`src/rtl/btn_debounce_if.sv`:
```
// Button debouncer signal bundle: raw active-low button in, clean level and event pulses out.
// The debouncer takes the slave side; whatever drives the button and consumes the events takes the master side.
interface btn_debounce_if;
   logic btn_ni;
   logic btn_level_o;
   logic press_o;
   logic release_o;
   logic long_o;
   logic repeat_o;

   modport master (
      output btn_ni,
      input  btn_level_o,
      input  press_o,
      input  release_o,
      input  long_o,
      input  repeat_o
   );

   modport slave (
      input  btn_ni,
      output btn_level_o,
      output press_o,
      output release_o,
      output long_o,
      output repeat_o
   );
endinterface

```
`src/rtl/btn_debounce.sv`:
```
// Push-button debouncer with press/release/long-press events; auto-repeat pulses are built only
// when BTN_AUTOREPEAT_EN is defined, otherwise repeat_o is tied low.
module btn_debounce #(
   parameter int DEBOUNCE_CYCLES = 270000,
   parameter int LONG_CYCLES     = 13500000,
   parameter int REPEAT_CYCLES   = 2700000
) (
   input logic          clk,
   input logic          rst_i,
   btn_debounce_if.slave bus
);

   localparam int DW = $clog2(DEBOUNCE_CYCLES + 1);
   localparam int HW = $clog2(LONG_CYCLES + 1);

   localparam logic [1:0] ST_IDLE         = 2'd0;
   localparam logic [1:0] ST_PRESS_WAIT   = 2'd1;
   localparam logic [1:0] ST_HELD         = 2'd2;
   localparam logic [1:0] ST_RELEASE_WAIT = 2'd3;

   localparam logic [DW-1:0] D_ONE  = DW'(1);
   localparam logic [DW-1:0] D_LAST = DW'(DEBOUNCE_CYCLES);
   localparam logic [HW-1:0] H_ONE  = HW'(1);
   localparam logic [HW-1:0] H_LAST = HW'(LONG_CYCLES);

   logic          ff1;
   logic          ff2;
   logic          s;
   logic [1:0]    state;
   logic [DW-1:0] dcnt;
   logic [HW-1:0] hcnt;
   logic          level_q;
   logic          press_q;
   logic          release_q;
   logic          long_q;
   logic          hold_active;
   logic          accept_release;

   always_ff @(posedge clk or posedge rst_i) begin
      if (rst_i) begin
         ff1 <= 1'b1;
         ff2 <= 1'b1;
      end else begin
         ff1 <= bus.btn_ni;
         ff2 <= ff1;
      end
   end

   assign s              = ~ff2;
   assign hold_active    = (state == ST_HELD) || (state == ST_RELEASE_WAIT);
   assign accept_release = (state == ST_RELEASE_WAIT) && !s && (dcnt == D_LAST);

   // Debounce FSM plus hold timer; a release accepted this cycle overrides any long-press event.
   always_ff @(posedge clk or posedge rst_i) begin
      if (rst_i) begin
         state     <= ST_IDLE;
         dcnt      <= '0;
         hcnt      <= '0;
         level_q   <= 1'b0;
         press_q   <= 1'b0;
         release_q <= 1'b0;
         long_q    <= 1'b0;
      end else begin
         press_q   <= 1'b0;
         release_q <= 1'b0;
         long_q    <= 1'b0;
         case (state)
            ST_IDLE: begin
               if (s) begin
                  state <= ST_PRESS_WAIT;
                  dcnt  <= D_ONE;
               end
            end
            ST_PRESS_WAIT: begin
               if (!s) begin
                  state <= ST_IDLE;
                  dcnt  <= '0;
               end else if (dcnt == D_LAST) begin
                  state   <= ST_HELD;
                  press_q <= 1'b1;
                  level_q <= 1'b1;
                  hcnt    <= '0;
               end else begin
                  dcnt <= dcnt + D_ONE;
               end
            end
            ST_HELD: begin
               if (!s) begin
                  state <= ST_RELEASE_WAIT;
                  dcnt  <= D_ONE;
               end
            end
            default: begin
               if (s) begin
                  state <= ST_HELD;
               end else if (dcnt == D_LAST) begin
                  state     <= ST_IDLE;
                  release_q <= 1'b1;
                  level_q   <= 1'b0;
                  hcnt      <= '0;
               end else begin
                  dcnt <= dcnt + D_ONE;
               end
            end
         endcase

         if (hold_active && !accept_release && (hcnt != H_LAST)) begin
            hcnt <= hcnt + H_ONE;
            if ((hcnt + H_ONE) == H_LAST) begin
               long_q <= 1'b1;
            end
         end
      end
   end

   assign bus.btn_level_o = level_q;
   assign bus.press_o     = press_q;
   assign bus.release_o   = release_q;
   assign bus.long_o      = long_q;

`ifdef BTN_AUTOREPEAT_EN
   localparam int RPW = $clog2(REPEAT_CYCLES + 1);
   localparam logic [RPW-1:0] R_ONE  = RPW'(1);
   localparam logic [RPW-1:0] R_LAST = RPW'(REPEAT_CYCLES);

   logic [RPW-1:0] rcnt;
   logic           repeat_q;

   // The repeat timer only runs once the hold timer has saturated, i.e. after long_o has fired.
   always_ff @(posedge clk or posedge rst_i) begin
      if (rst_i) begin
         rcnt     <= '0;
         repeat_q <= 1'b0;
      end else begin
         repeat_q <= 1'b0;
         if (accept_release || !hold_active) begin
            rcnt <= '0;
         end else if (hcnt == H_LAST) begin
            if ((rcnt + R_ONE) == R_LAST) begin
               rcnt     <= '0;
               repeat_q <= 1'b1;
            end else begin
               rcnt <= rcnt + R_ONE;
            end
         end
      end
   end

   assign bus.repeat_o = repeat_q;
`else
   assign bus.repeat_o = 1'b0;
`endif

endmodule

```
`src/flat_wrapper.sv`:
```
// flat-port wrapper written by rule: the top's interface ports become plain ports
module btn_debounce_flat 
#(
   parameter int DEBOUNCE_CYCLES = 270000,
   parameter int LONG_CYCLES     = 13500000,
   parameter int REPEAT_CYCLES   = 2700000
)
  (clk, rst_i, bus_btn_ni, bus_btn_level_o, bus_press_o, bus_release_o, bus_long_o, bus_repeat_o);
  btn_debounce_if bus_i ();
  input logic clk;
  input logic rst_i;
  input wire logic [$bits(bus_i.btn_ni)-1:0] bus_btn_ni;
  output wire logic [$bits(bus_i.btn_level_o)-1:0] bus_btn_level_o;
  output wire logic [$bits(bus_i.press_o)-1:0] bus_press_o;
  output wire logic [$bits(bus_i.release_o)-1:0] bus_release_o;
  output wire logic [$bits(bus_i.long_o)-1:0] bus_long_o;
  output wire logic [$bits(bus_i.repeat_o)-1:0] bus_repeat_o;
  assign bus_i.btn_ni = bus_btn_ni;
  assign bus_btn_level_o = bus_i.btn_level_o;
  assign bus_press_o = bus_i.press_o;
  assign bus_release_o = bus_i.release_o;
  assign bus_long_o = bus_i.long_o;
  assign bus_repeat_o = bus_i.repeat_o;
  btn_debounce #(.DEBOUNCE_CYCLES(DEBOUNCE_CYCLES), .LONG_CYCLES(LONG_CYCLES), .REPEAT_CYCLES(REPEAT_CYCLES)) u_core (.clk(clk), .rst_i(rst_i), .bus(bus_i));
endmodule
```
`config.mk`:
```
export PLATFORM = sky130hd
export DESIGN_NAME = btn_debounce_flat
export DESIGN_NICKNAME = d
export VERILOG_FILES = /design/src/rtl/btn_debounce_if.sv /design/src/rtl/btn_debounce.sv /design/src/flat_wrapper.sv
export SDC_FILE = /design/constraint.sdc
export NUM_CORES = 1
export LEC_CHECK = 0
export BUFFER_PORTS_ARGS = -buffer_cell sky130_fd_sc_hd__buf_2
export CORE_AREA = 2 2 115 61
export CTS_CLUSTER_SIZE = 20
export DETAILED_ROUTE_END_ITERATION = 7
export DIE_AREA = 0 0 117 63
export MAX_ROUTING_LAYER = met4
export PLACE_DENSITY = 0.71
export SLEW_MARGIN = 20
export SYNTH_ARGS = -nofsm -noshare
export SYNTH_HDL_FRONTEND = slang
export SYNTH_SLANG_ARGS = --single-unit
```
`constraint.sdc`:
```
create_clock -name clk -period 6.64 [get_ports clk]
set_input_delay 0.332 -clock clk [delete_from_list [all_inputs] [get_ports clk]]
set_output_delay 0.332 -clock clk [all_outputs]
set_load 0.02 [all_outputs]
```
==> results.md <==
* Layout cells sized above 1 at 0.112
* Outcome: completed
* Cells on worst reg2reg path at 8
* CP Data Required Time at 6.83 ns
* Critical path's top delay family: compound AO/OA/AOI/OAI gates
* Setup Buffers After CTS at 0
* Via Count at between 2,000 and 3,000
* Vias per inst at between 5 and 6
* Crit path capture: u_core.hcnt[17]
* Power share of the clock group at 0.434
* CTS Buf Count at 5
* CP bufs+invs at 1
* Cell Chain, Critical Path: inv_1 -> ha_1 -> nor2b_1 -> nand4_1 -> or3_1 -> o31a_2 -> o21bai_1 -> a21o_1
* WL/cell at approximately 17 µm
* Crit path capture type: flip-flop
* FF-to-FF End: u_core.hcnt[17]
* Setup CP Type: reg2reg
* Vias in the first global route at 2,291
* Most frequent cells in the layout: dfrtp_1, nand2_1, nand3_1
* Seq/Total Area, Yosys at 0.411
* Post-Route WL at between 7000 and 8000 µm
* Leading area contributor after synthesis: dfrtp_1
* DRC viols at 0
* Final number of setup-violating endpoints at 0
* Clock buffer depth at 2
* Final Cycle Share at 0.402
* Reg2reg start: u_core.dcnt[0]
* Synthesized area at between 0.003 and 0.004 mm²
* Comb pwr share at 0.040
* Leak pwr at around 1.3 nW
* Finished Core Util at 0.516
* IO Port Bufs at 6
* RSZ-0062 raised after global routing: no
* Core Box Area at approximately 0.0064 mm²
* CTS tree: yes
* Internal at 0.000470 W
* Hold violation total from the final report at 0
* H-tree Lvls at 2
* GPL Wtd Cong at approximately 0.96
* Ports at 8
* Slew HR at 0.405
* Warnings from Yosys at 0
* R2r setup slk at 3.97 ns
* Ranking of synthesized cells by area: dfrtp_1, nand3_1, nand2_1, a21oi_2, nor2_1
* Cell count after synthesis at 360
* Rows at 21
* Root cell of the clock tree: clkbuf_16
* Total grt overflow at 0
* Chip Height at roughly 63 µm
* Post-CTS sizing at 0
* Netlist cell types at 56
* Final #Nets at roughly 360
* Die area at approximately 0.0074 mm²
* Area Growth Syn to Fin at 6.63%
* Top cell type's share of synthesized area at 0.394
* Worst path depth at 8
* Initial DRC count at between 200 and 300
* Initial Util at 0.484
* Max frequency at about 0.37 GHz
* Antenna cell count at 0
* Die Width at about 120 µm
* Post-synth top flop: dfrtp_1
* Async SR Flop Fraction at 1.00
* Clock sink count at 51
* Mean Syn Cell Area at slightly below 9 µm²
* CP max stage delay at around 0.6 ns
* Switch share at 0.225
* Antenna violations before repair at 0
* Synth Register Bits at just over 50
* Switching power at around 0.00014 W
* Critical Path Source: u_core.dcnt[0]
* Syn Nets at about 370
* DRT Pass-1 Iters at 5
* Largest net degree at the start of global routing at between 50 and 60
* Reg power frac at 0.526
* Fin. max-slew vios at 0
* Most common cell after layout, fill and taps aside: dfrtp_1
* Worst Hold Class: in2reg
* Post-DP HPWL at roughly 5200 µm
* Clock Latency Late Sink at 0.30 ns
* CP max FO at 24
* Worst-path clk slew at 0.07 ns
* WP data arrival at approximately 2.9 ns
* Clock Skew at 0.0104 ns
* CP max-delay cell: o31a_2
* Worst VDD drop at around 0.000095 V
* Setup TNS at 0 ns
* GRT Total Usage at 0.224
* Global-route wire length before repair at roughly 12,000 µm
* Post-synth EDFFs at 0
* Worst slew pin tran at about 0.89 ns
* CTS Hold Bufs at 0
* Number of max-cap violations at 0
* Final ANT Viol Nets at 0
* Min cycle time layout at between 2 and 3 ns
* PD cells at 183 mW/mm²
* Worst setup SP type: flip-flop
-- synthesized netlist by cell type, drive strengths merged, types with 2 or more instances --
| cell type | count |
|---|---|
| dfrtp | 49 |
| nand2 | 35 |
| nand3 | 32 |
| o21ai | 30 |
| nor2 | 25 |
| a21oi | 24 |
| inv | 20 |
| nor3 | 17 |
| nand4 | 15 |
| clkbuf | 12 |
| or3 | 10 |
| nor4 | 8 |
| xor2 | 8 |
| buf | 7 |
| mux2i | 7 |
| ha | 5 |
| nand2b | 5 |
| and3 | 4 |
| xnor2 | 4 |
| a21o | 3 |
| a31oi | 3 |
| nor2b | 3 |
| a211o | 2 |
| a22o | 2 |
| a31o | 2 |
| dfstp | 2 |
| nand4b | 2 |
| o21a | 2 |
| o21bai | 2 |
| o221ai | 2 |
| o31ai | 2 |
-- how the worst min path moves through the flow --
| stage | startpoint | endpoint | slack, ns | depth (start not counted) |
|---|---|---|---|---|
| after floorplan | bus_btn_ni | u_core.ff1 | 0.34 | 0 |
| after global placement | u_core.ff1 | u_core.ff2 | 0.35 | 0 |
| after detailed placement | u_core.ff1 | u_core.ff2 | 0.35 | 0 |
| after CTS | bus_btn_ni | u_core.ff1 | 0.13 | 1 |
| after global routing | bus_btn_ni | u_core.ff1 | 0.13 | 1 |
| final | bus_btn_ni | u_core.ff1 | 0.14 | 1 |
-- flip-flops by register name, summed over array words and instances, names as in the netlist, named ones only --
register,count
u_core.dcnt,19
u_core.ff2,1
u_core.bus.press_o,1
u_core.ff1,1
u_core.state,1
u_core.bus.btn_level_o,1
u_core.bus.long_o,1
u_core.bus.release_o,1
u_core.hcnt,24
-- per-layer routing --
| metal | up-vias | wire [µm] | global-route usage | part of all wire |
|---|---|---|---|---|
| li1 | 1282 | - | - | - |
| met4 | 0 | 91 | 0.0706 | 0.012 |
| met3 | 8 | 768 | 0.0533 | 0.10 |
| met1 | 1261 | 3930 | 0.370 | 0.53 |
| met5 | - | 0 | - | 0 |
| met2 | 118 | 2670 | 0.254 | 0.36 |
-- power groups by stage --
stage | Sequential, W | Combinational (W) | Clock, W
2_1_floorplan | 0.000322 | 0.0000197 | 0
3_3_place_gp | 0.000324 | 0.0000238 | 0
3_5_place_dp | 0.000324 | 0.0000243 | 0
4_1_cts | 0.000318 | 0.0000243 | 0.000268
5_1_grt | 0.000319 | 0.0000278 | 0.000280
6_report | 0.000319 | 0.0000242 | 0.000263
-- metrics by stage --
step                cells  hold WS, ns  total power (W)  worst slack [ns]  instance area (µm²)
CTS                   448        0.134         0.000611              3.79                 3320
global placement      440        0.348         0.000348              3.91                 3170
floorplan             360        0.336         0.000341              4.49                 3110
finish                448        0.140         0.000606              3.97                 3320
detailed placement    440        0.347         0.000349              3.80                 3170
global route          448        0.134         0.000627              3.77                 3320
-- kinds of logic after synthesis --
kind of cell / share of synthesized area
AO/OA/AOI/OAI: 0.176
adder cells (fa/ha/maj): 0.0201
multiplexers: 0.0225
XOR/XNOR: 0.0338
AND/OR/NAND/NOR: 0.279
other: 0.00120
flip-flops: 0.411
buffers and inverters: 0.0571
-- cell type report --
cell class,instances,area (µm²)
Clock buffer,7,143
Clock inverter,1,5.00
Fill cell,587,3120
Inverter,20,76.3
Multi-Input combinational cell,270,1660
Sequential cell,51,1280
Tap cell,92,115
Timing Repair Buffer,7,37.5
-- worst reg2reg max path, cell delays in order, from the launching register on --
cell and delay [ns]:
dfrtp_1 0.46, inv_1 0.12, ha_1 0.14, nor2b_1 0.12, nand4_1 0.15, or3_1 0.53, o31a_2 0.61, o21bai_1 0.25
a21o_1 0.19
(Power assumes the default switching activity.)
